**src/rtl/maxnet_pkg.sv**
```systemverilog
// Shared definitions for the maxnet iteration controller: default sizes,
// lane count and the 3-bit controller state encoding.
package maxnet_pkg;

   localparam int DW_DEF       = 5;
   localparam int MAX_ITER_DEF = 15;
   localparam int IW_DEF       = 4;
   localparam int NLANES       = 4;

   typedef logic [2:0] state_t;

   localparam state_t ST_IDLE  = 3'd0;
   localparam state_t ST_MULT  = 3'd1;
   localparam state_t ST_ADD   = 3'd2;
   localparam state_t ST_WRITE = 3'd3;
   localparam state_t ST_CHECK = 3'd4;
   localparam state_t ST_DONE  = 3'd5;

endpackage

```
**src/rtl/maxnet_nz_encoder.sv**
```systemverilog
// Counts the lanes whose zero flag is clear, reports the lowest such lane
// and whether exactly one lane survives.
module nz_encoder
   import maxnet_pkg::*;
(
   input  logic [3:0] zf,
   output logic [2:0] nz,
   output logic [1:0] idx,
   output logic       one_hot
);

   // population count of surviving lanes and lowest surviving index
   always_comb begin
      nz = 3'(~zf[0]) + 3'(~zf[1]) + 3'(~zf[2]) + 3'(~zf[3]);
      if (!zf[0]) begin
         idx = 2'd0;
      end else if (!zf[1]) begin
         idx = 2'd1;
      end else if (!zf[2]) begin
         idx = 2'd2;
      end else if (!zf[3]) begin
         idx = 2'd3;
      end else begin
         idx = 2'd0;
      end
      one_hot = (nz == 3'd1);
   end

endmodule

```
**src/rtl/maxnet_ctrl.sv**
```systemverilog
// Maxnet iteration controller: holds the four neuron values, sequences the
// PU register enables, writes back results and detects convergence/timeout.
module maxnet_ctrl
   import maxnet_pkg::*;
#(
   parameter int DW       = DW_DEF,
   parameter int MAX_ITER = MAX_ITER_DEF,
   parameter int IW       = IW_DEF
) (
   input  logic          clk,
   input  logic          rst,
   input  logic          start,
   input  logic [DW-1:0] init0,
   input  logic [DW-1:0] init1,
   input  logic [DW-1:0] init2,
   input  logic [DW-1:0] init3,
   input  logic [DW-1:0] pu_new0,
   input  logic [DW-1:0] pu_new1,
   input  logic [DW-1:0] pu_new2,
   input  logic [DW-1:0] pu_new3,
   input  logic          pu_zero0,
   input  logic          pu_zero1,
   input  logic          pu_zero2,
   input  logic          pu_zero3,
   output logic [DW-1:0] x0,
   output logic [DW-1:0] x1,
   output logic [DW-1:0] x2,
   output logic [DW-1:0] x3,
   output logic          mult_reg_en,
   output logic          add_reg_en,
   output logic          busy,
   output logic          done,
   output logic [1:0]    winner,
   output logic          winner_valid,
   output logic          timeout,
   output logic [IW-1:0] iter_count
);

   localparam logic [IW-1:0] MAX_ITER_C = IW'(MAX_ITER);

   logic [DW-1:0] init_s   [NLANES];
   logic [DW-1:0] pu_new_s [NLANES];
   logic [3:0]    pu_zero_s;

   state_t        state_q, state_d;
   logic [DW-1:0] x_q [NLANES];
   logic [DW-1:0] x_d [NLANES];
   logic [3:0]    zf_q, zf_d;
   logic [IW-1:0] iter_q, iter_d;
   logic [1:0]    winner_q, winner_d;
   logic          wv_q, wv_d;
   logic          to_q, to_d;
   logic          mult_q, mult_d;
   logic          add_q, add_d;
   logic          done_q, done_d;
   logic          busy_q, busy_d;

   logic [2:0]    nz_s;
   logic [1:0]    nz_idx_s;
   logic          one_hot_s;

   assign init_s[0]   = init0;
   assign init_s[1]   = init1;
   assign init_s[2]   = init2;
   assign init_s[3]   = init3;
   assign pu_new_s[0] = pu_new0;
   assign pu_new_s[1] = pu_new1;
   assign pu_new_s[2] = pu_new2;
   assign pu_new_s[3] = pu_new3;
   assign pu_zero_s   = {pu_zero3, pu_zero2, pu_zero1, pu_zero0};

   nz_encoder u_nz_encoder (
      .zf      (zf_q),
      .nz      (nz_s),
      .idx     (nz_idx_s),
      .one_hot (one_hot_s)
   );

   // next-state, datapath and result computation
   always_comb begin
      state_d  = state_q;
      zf_d     = zf_q;
      iter_d   = iter_q;
      winner_d = winner_q;
      wv_d     = wv_q;
      to_d     = to_q;
      for (int i = 0; i < NLANES; i++) begin
         x_d[i] = x_q[i];
      end

      case (state_q)
         ST_IDLE: begin
            if (start) begin
               for (int i = 0; i < NLANES; i++) begin
                  x_d[i] = init_s[i];
               end
               iter_d   = '0;
               to_d     = 1'b0;
               winner_d = 2'd0;
               wv_d     = 1'b0;
               state_d  = ST_MULT;
            end else begin
               state_d = ST_IDLE;
            end
         end
         ST_MULT: begin
            state_d = ST_ADD;
         end
         ST_ADD: begin
            state_d = ST_WRITE;
         end
         ST_WRITE: begin
            for (int i = 0; i < NLANES; i++) begin
               x_d[i] = pu_new_s[i];
            end
            zf_d = pu_zero_s;
            // saturate so the counter can never wrap past the limit
            if (iter_q < MAX_ITER_C) begin
               iter_d = iter_q + {{(IW-1){1'b0}}, 1'b1};
            end else begin
               iter_d = iter_q;
            end
            state_d = ST_CHECK;
         end
         ST_CHECK: begin
            if (nz_s <= 3'd1) begin
               wv_d     = one_hot_s;
               winner_d = one_hot_s ? nz_idx_s : 2'd0;
               state_d  = ST_DONE;
            end else if (iter_q >= MAX_ITER_C) begin
               to_d     = 1'b1;
               wv_d     = 1'b0;
               winner_d = 2'd0;
               state_d  = ST_DONE;
            end else begin
               state_d = ST_MULT;
            end
         end
         ST_DONE: begin
            state_d = ST_IDLE;
         end
         default: begin
            state_d = ST_IDLE;
         end
      endcase

      // strobes are registered from the state being entered
      mult_d = (state_d == ST_MULT);
      add_d  = (state_d == ST_ADD);
      done_d = (state_d == ST_DONE);
      busy_d = (state_d != ST_IDLE);
   end

   // state and output registers with synchronous reset
   always_ff @(posedge clk) begin
      if (rst) begin
         state_q  <= ST_IDLE;
         zf_q     <= 4'b0000;
         iter_q   <= '0;
         winner_q <= 2'd0;
         wv_q     <= 1'b0;
         to_q     <= 1'b0;
         mult_q   <= 1'b0;
         add_q    <= 1'b0;
         done_q   <= 1'b0;
         busy_q   <= 1'b0;
         for (int i = 0; i < NLANES; i++) begin
            x_q[i] <= '0;
         end
      end else begin
         state_q  <= state_d;
         zf_q     <= zf_d;
         iter_q   <= iter_d;
         winner_q <= winner_d;
         wv_q     <= wv_d;
         to_q     <= to_d;
         mult_q   <= mult_d;
         add_q    <= add_d;
         done_q   <= done_d;
         busy_q   <= busy_d;
         for (int i = 0; i < NLANES; i++) begin
            x_q[i] <= x_d[i];
         end
      end
   end

   assign x0           = x_q[0];
   assign x1           = x_q[1];
   assign x2           = x_q[2];
   assign x3           = x_q[3];
   assign mult_reg_en  = mult_q;
   assign add_reg_en   = add_q;
   assign done         = done_q;
   assign busy         = busy_q;
   assign winner       = winner_q;
   assign winner_valid = wv_q;
   assign timeout      = to_q;
   assign iter_count   = iter_q;

endmodule
```
**config.mk**
```make
export PLATFORM = sky130hd
export DESIGN_NAME = maxnet_ctrl
export DESIGN_NICKNAME = d
export VERILOG_FILES = /design/src/rtl/maxnet_pkg.sv /design/src/rtl/maxnet_nz_encoder.sv /design/src/rtl/maxnet_ctrl.sv
export SDC_FILE = /design/constraint.sdc
export NUM_CORES = 1
export LEC_CHECK = 0
export CAP_MARGIN = 25
export CORE_MARGIN = 4
export CORE_UTILIZATION = 44
export CTS_BUF_LIST = sky130_fd_sc_hd__clkbuf_16
export DETAILED_ROUTE_END_ITERATION = 8
export GPL_ROUTABILITY_DRIVEN = 0
export PLACE_DENSITY = 0.83
export SLEW_MARGIN = 20
export SYNTH_ARGS = -nofsm -noshare
export SYNTH_HDL_FRONTEND = slang
export SYNTH_HIERARCHICAL = 1
export SYNTH_SLANG_ARGS = --single-unit
export TNS_END_PERCENT = 100
```
**constraint.sdc**
```tcl
create_clock -name clk -period 7.1 [get_ports clk]
set_input_delay 2.13 -clock clk [delete_from_list [all_inputs] [get_ports clk]]
set_output_delay 2.13 -clock clk [all_outputs]
set_load 0.02 [all_outputs]
```
==> reports/metrics.csv <==
metric,value,unit
outcome,completed,
CTS tree,done,
Clock Skew,0.00390,ns
"Reg clk slew, reported paths",0.05,ns
Area Growth Syn to Fin,51.7,%
power density cells,215,nW/um2
Routed WL,4.62,mm
Synthesis Warnings,6,
Worst Setup End Kind,flop,
max_cap viols,0,
Comb power frac,21.0,%
Die Area,5060,um2
CP Launch Point,start,
post-route setup TNS,0,ns
Die W,71.2,um
Synth top area share,44.5,%
H-Tree Depth,2,
most common cell in the netlist,nand2_1,
Worst R2R Path Depth,7,
Num CTS Buffers,5,
dpl hpwl,3.25,mm
Pint,424,uW
via count,1733,
sequential area share after synthesis,44.5,%
RSZ-0062 raised after global routing,false,
"Cell Area, Synth",1760,um2
Yosys reg bits,39,
Post-synth top cells,"nand2_1, dfxtp_1, nor2_1, a311oi_1, clkbuf_1",
initial antenna violation count,0,
Hold Path Class,flop to flop,
ys async rst share,0,%
crit-path cells,clkdlybuf4s50_1 -> nor4b_4 -> nand2_1 -> a311oi_1,
largest net degree at the start of global routing,40,
critical path class,input port to flop,
Critical Path Source Type,input port,
Pre-antenna DRT Iters,4,
Via-to-Cell Ratio,5.25,
post_cts resized,0,
I/O Buffers,78,
f_max,262,MHz
period utilisation layout,53.9,%
Synth Flop Type,dfxtp_1,
"Slew Viols, Final",0,
Post-Syn Nets,264,
"Hold Vio Cnt, Final",0,
pre-CTS setup slack,2.99,ns
core area,3770,um2
Routed Antenna Nets,0,
Final min period,3.82,ns
post-CTS setup buffer count,0,
switching part of the total,26.1,%
Reg-to-Reg Start,zf_q[0]$_SDFFE_PP0P_,
Die H,71.2,um
Worst R2R End,winner_valid$_SDFFE_PP0P_,
Leak Pwr,0.943,nW
IO Pins,79,
Slew @ Worst Pin,0.993,ns
cell row count,22,
sw power,150,uW
final instance area,2660,um2
number of global-route vias before repair,1696,
worst hold path stage count,2,
n_diodes,0,
CP max stage delay,0.84,ns
starting density of the core,46.5,%
Max VDD drop,0.000120,V
Critical Path Sink,x_q[1][3]$_SDFFE_PP0P_,
Longest Clk Path Bufs,2,
clk sinks,39,
synth unique cells,36,
Critical Path AT,4.00,ns
Synth area leaders,"dfxtp_1, nand2_1, a311oi_1",
slowest cell on the critical path,nor4b_4,
Hold Buf Count CTS,0,
clock latency at the later pin of the worst-skew pair,0.28,ns
layout cells sized above 1,3.90,%
Remaining DRCs,0,
Synth Area per Inst,8.24,um2
Slew headroom,33.5,%
Crit Path Max Fanout,20,
placed inst area,2530,um2
R2R setup slack,4.71,ns
WP data required,7.27,ns
leading area contributor after synthesis,dfxtp_1,
drt wl/cell,14.0,um
Post-synth EDFFs,0,
Clk pwr share,36.0,%
Final #Nets,333,
Syn Inst Count,213,
first-pass GRT wire length,7.64,mm
sequential power share,43.1,%
CTS Root Cell,clkbuf_16,
Final setup viols,0,
total track usage,18.6,%
worst setup margin,3.28,ns
grt ovf,0,
initial drt markers,138,
## power groups by stage
stage,Sequential (mW),Clock [mW],Combinational [mW]
detailed placement,0.251,0,0.121
CTS,0.247,0.210,0.121
global route,0.250,0.220,0.130
finish,0.247,0.206,0.120
floorplan,0.264,0,0.0490
global placement,0.251,0,0.120
## critical path, delay by kind of cell
family	cells	cell delay, ns
compound gates	1	0.33
buf+inv	1	0.56
simple gates	2	0.96
## per-layer routing
layer	global-route usage, %	vias to the layer above	routed length, um
met4	6.26	0	63
met1	21.9	796	2020
met5	0	-	0
li1	-	886	-
met3	5.82	6	225
met2	31.8	45	2300
## stage by stage
step                power, mW  cells  util, %  hold slack, ns
floorplan               0.313    213        -           0.463
global placement        0.371    323     67.1           0.464
detailed placement      0.372    323     67.1           0.469
CTS                     0.579    330     70.6           0.479
global route            0.600    330     70.6           0.493
finish                  0.573    330     70.6           0.476
## cell usage in the layout, fill, tap and decap left out, types with 2 or more instances in the layout
| cell type | netlist | final |
|---|---|---|
| o21ai_0 | 2 | 2 |
| o32ai_1 | 2 | 2 |
| nor3b_1 | 2 | 2 |
| nand2_1 | 50 | 50 |
| nor2_1 | 23 | 23 |
| a31oi_1 | 2 | 2 |
| clkdlybuf4s50_1 | 0 | 78 |
| or3_1 | 2 | 2 |
| nand3_1 | 4 | 4 |
| a311oi_1 | 21 | 21 |
| buf_4 | 0 | 2 |
| clkbuf_16 | 0 | 5 |
| a21oi_1 | 9 | 9 |
| dfxtp_1 | 39 | 39 |
| nor4b_1 | 2 | 2 |
| inv_1 | 7 | 7 |
| ha_1 | 3 | 3 |
| or2_2 | 2 | 2 |
| o211ai_1 | 4 | 4 |
| nor3_1 | 4 | 4 |
| nand2b_1 | 2 | 2 |
## flip-flops by register name, indices dropped and copies added (netlist names)
name,flops
mult_reg_en,1
add_reg_en,1
timeout,1
winner_valid,1
zf_q,4
done,1
busy,1
state_q,3
iter_count,4
winner,2
x_q,20
## logic make-up (layout without fill, tap and decap cells)
kind of cell | after synthesis | after routing | synth area share [%]
and+or+nand+nor | 98 | 98 | 25.3
DFF | 39 | 39 | 44.5
buffers and inverters | 25 | 94 | 6.63
AOI/OAI and AO/OA | 45 | 45 | 19.3
xor gates and xnor gates | 2 | 2 | 0.998
adders and majority gates | 4 | 4 | 3.28
## worst min path at each step
| stage | startpoint | to | slack, ns |
|---|---|---|---|
| 2_1_floorplan | zf_q[2]$_SDFFE_PP0P_ | zf_q[2]$_SDFFE_PP0P_ | 0.46 |
| 3_3_place_gp | winner_valid$_SDFFE_PP0P_ | winner_valid$_SDFFE_PP0P_ | 0.46 |
| 3_5_place_dp | winner_valid$_SDFFE_PP0P_ | winner_valid$_SDFFE_PP0P_ | 0.47 |
| 4_1_cts | winner_valid$_SDFFE_PP0P_ | winner_valid$_SDFFE_PP0P_ | 0.48 |
| 5_1_grt | winner[0]$_SDFFE_PP0P_ | winner[0]$_SDFFE_PP0P_ | 0.49 |
| 6_report | winner_valid$_SDFFE_PP0P_ | winner_valid$_SDFFE_PP0P_ | 0.48 |
## final cells by class
class,count,area (um2)
clock inverter,2,8.76
sequential,39,781
multi-input combinational,149,867
tap,48,60.1
inverter,7,26.3
fill,302,1110
timing repair buffer,80,796
clock buffer,5,125
Note: power is estimated with default switching activity, not from simulation.
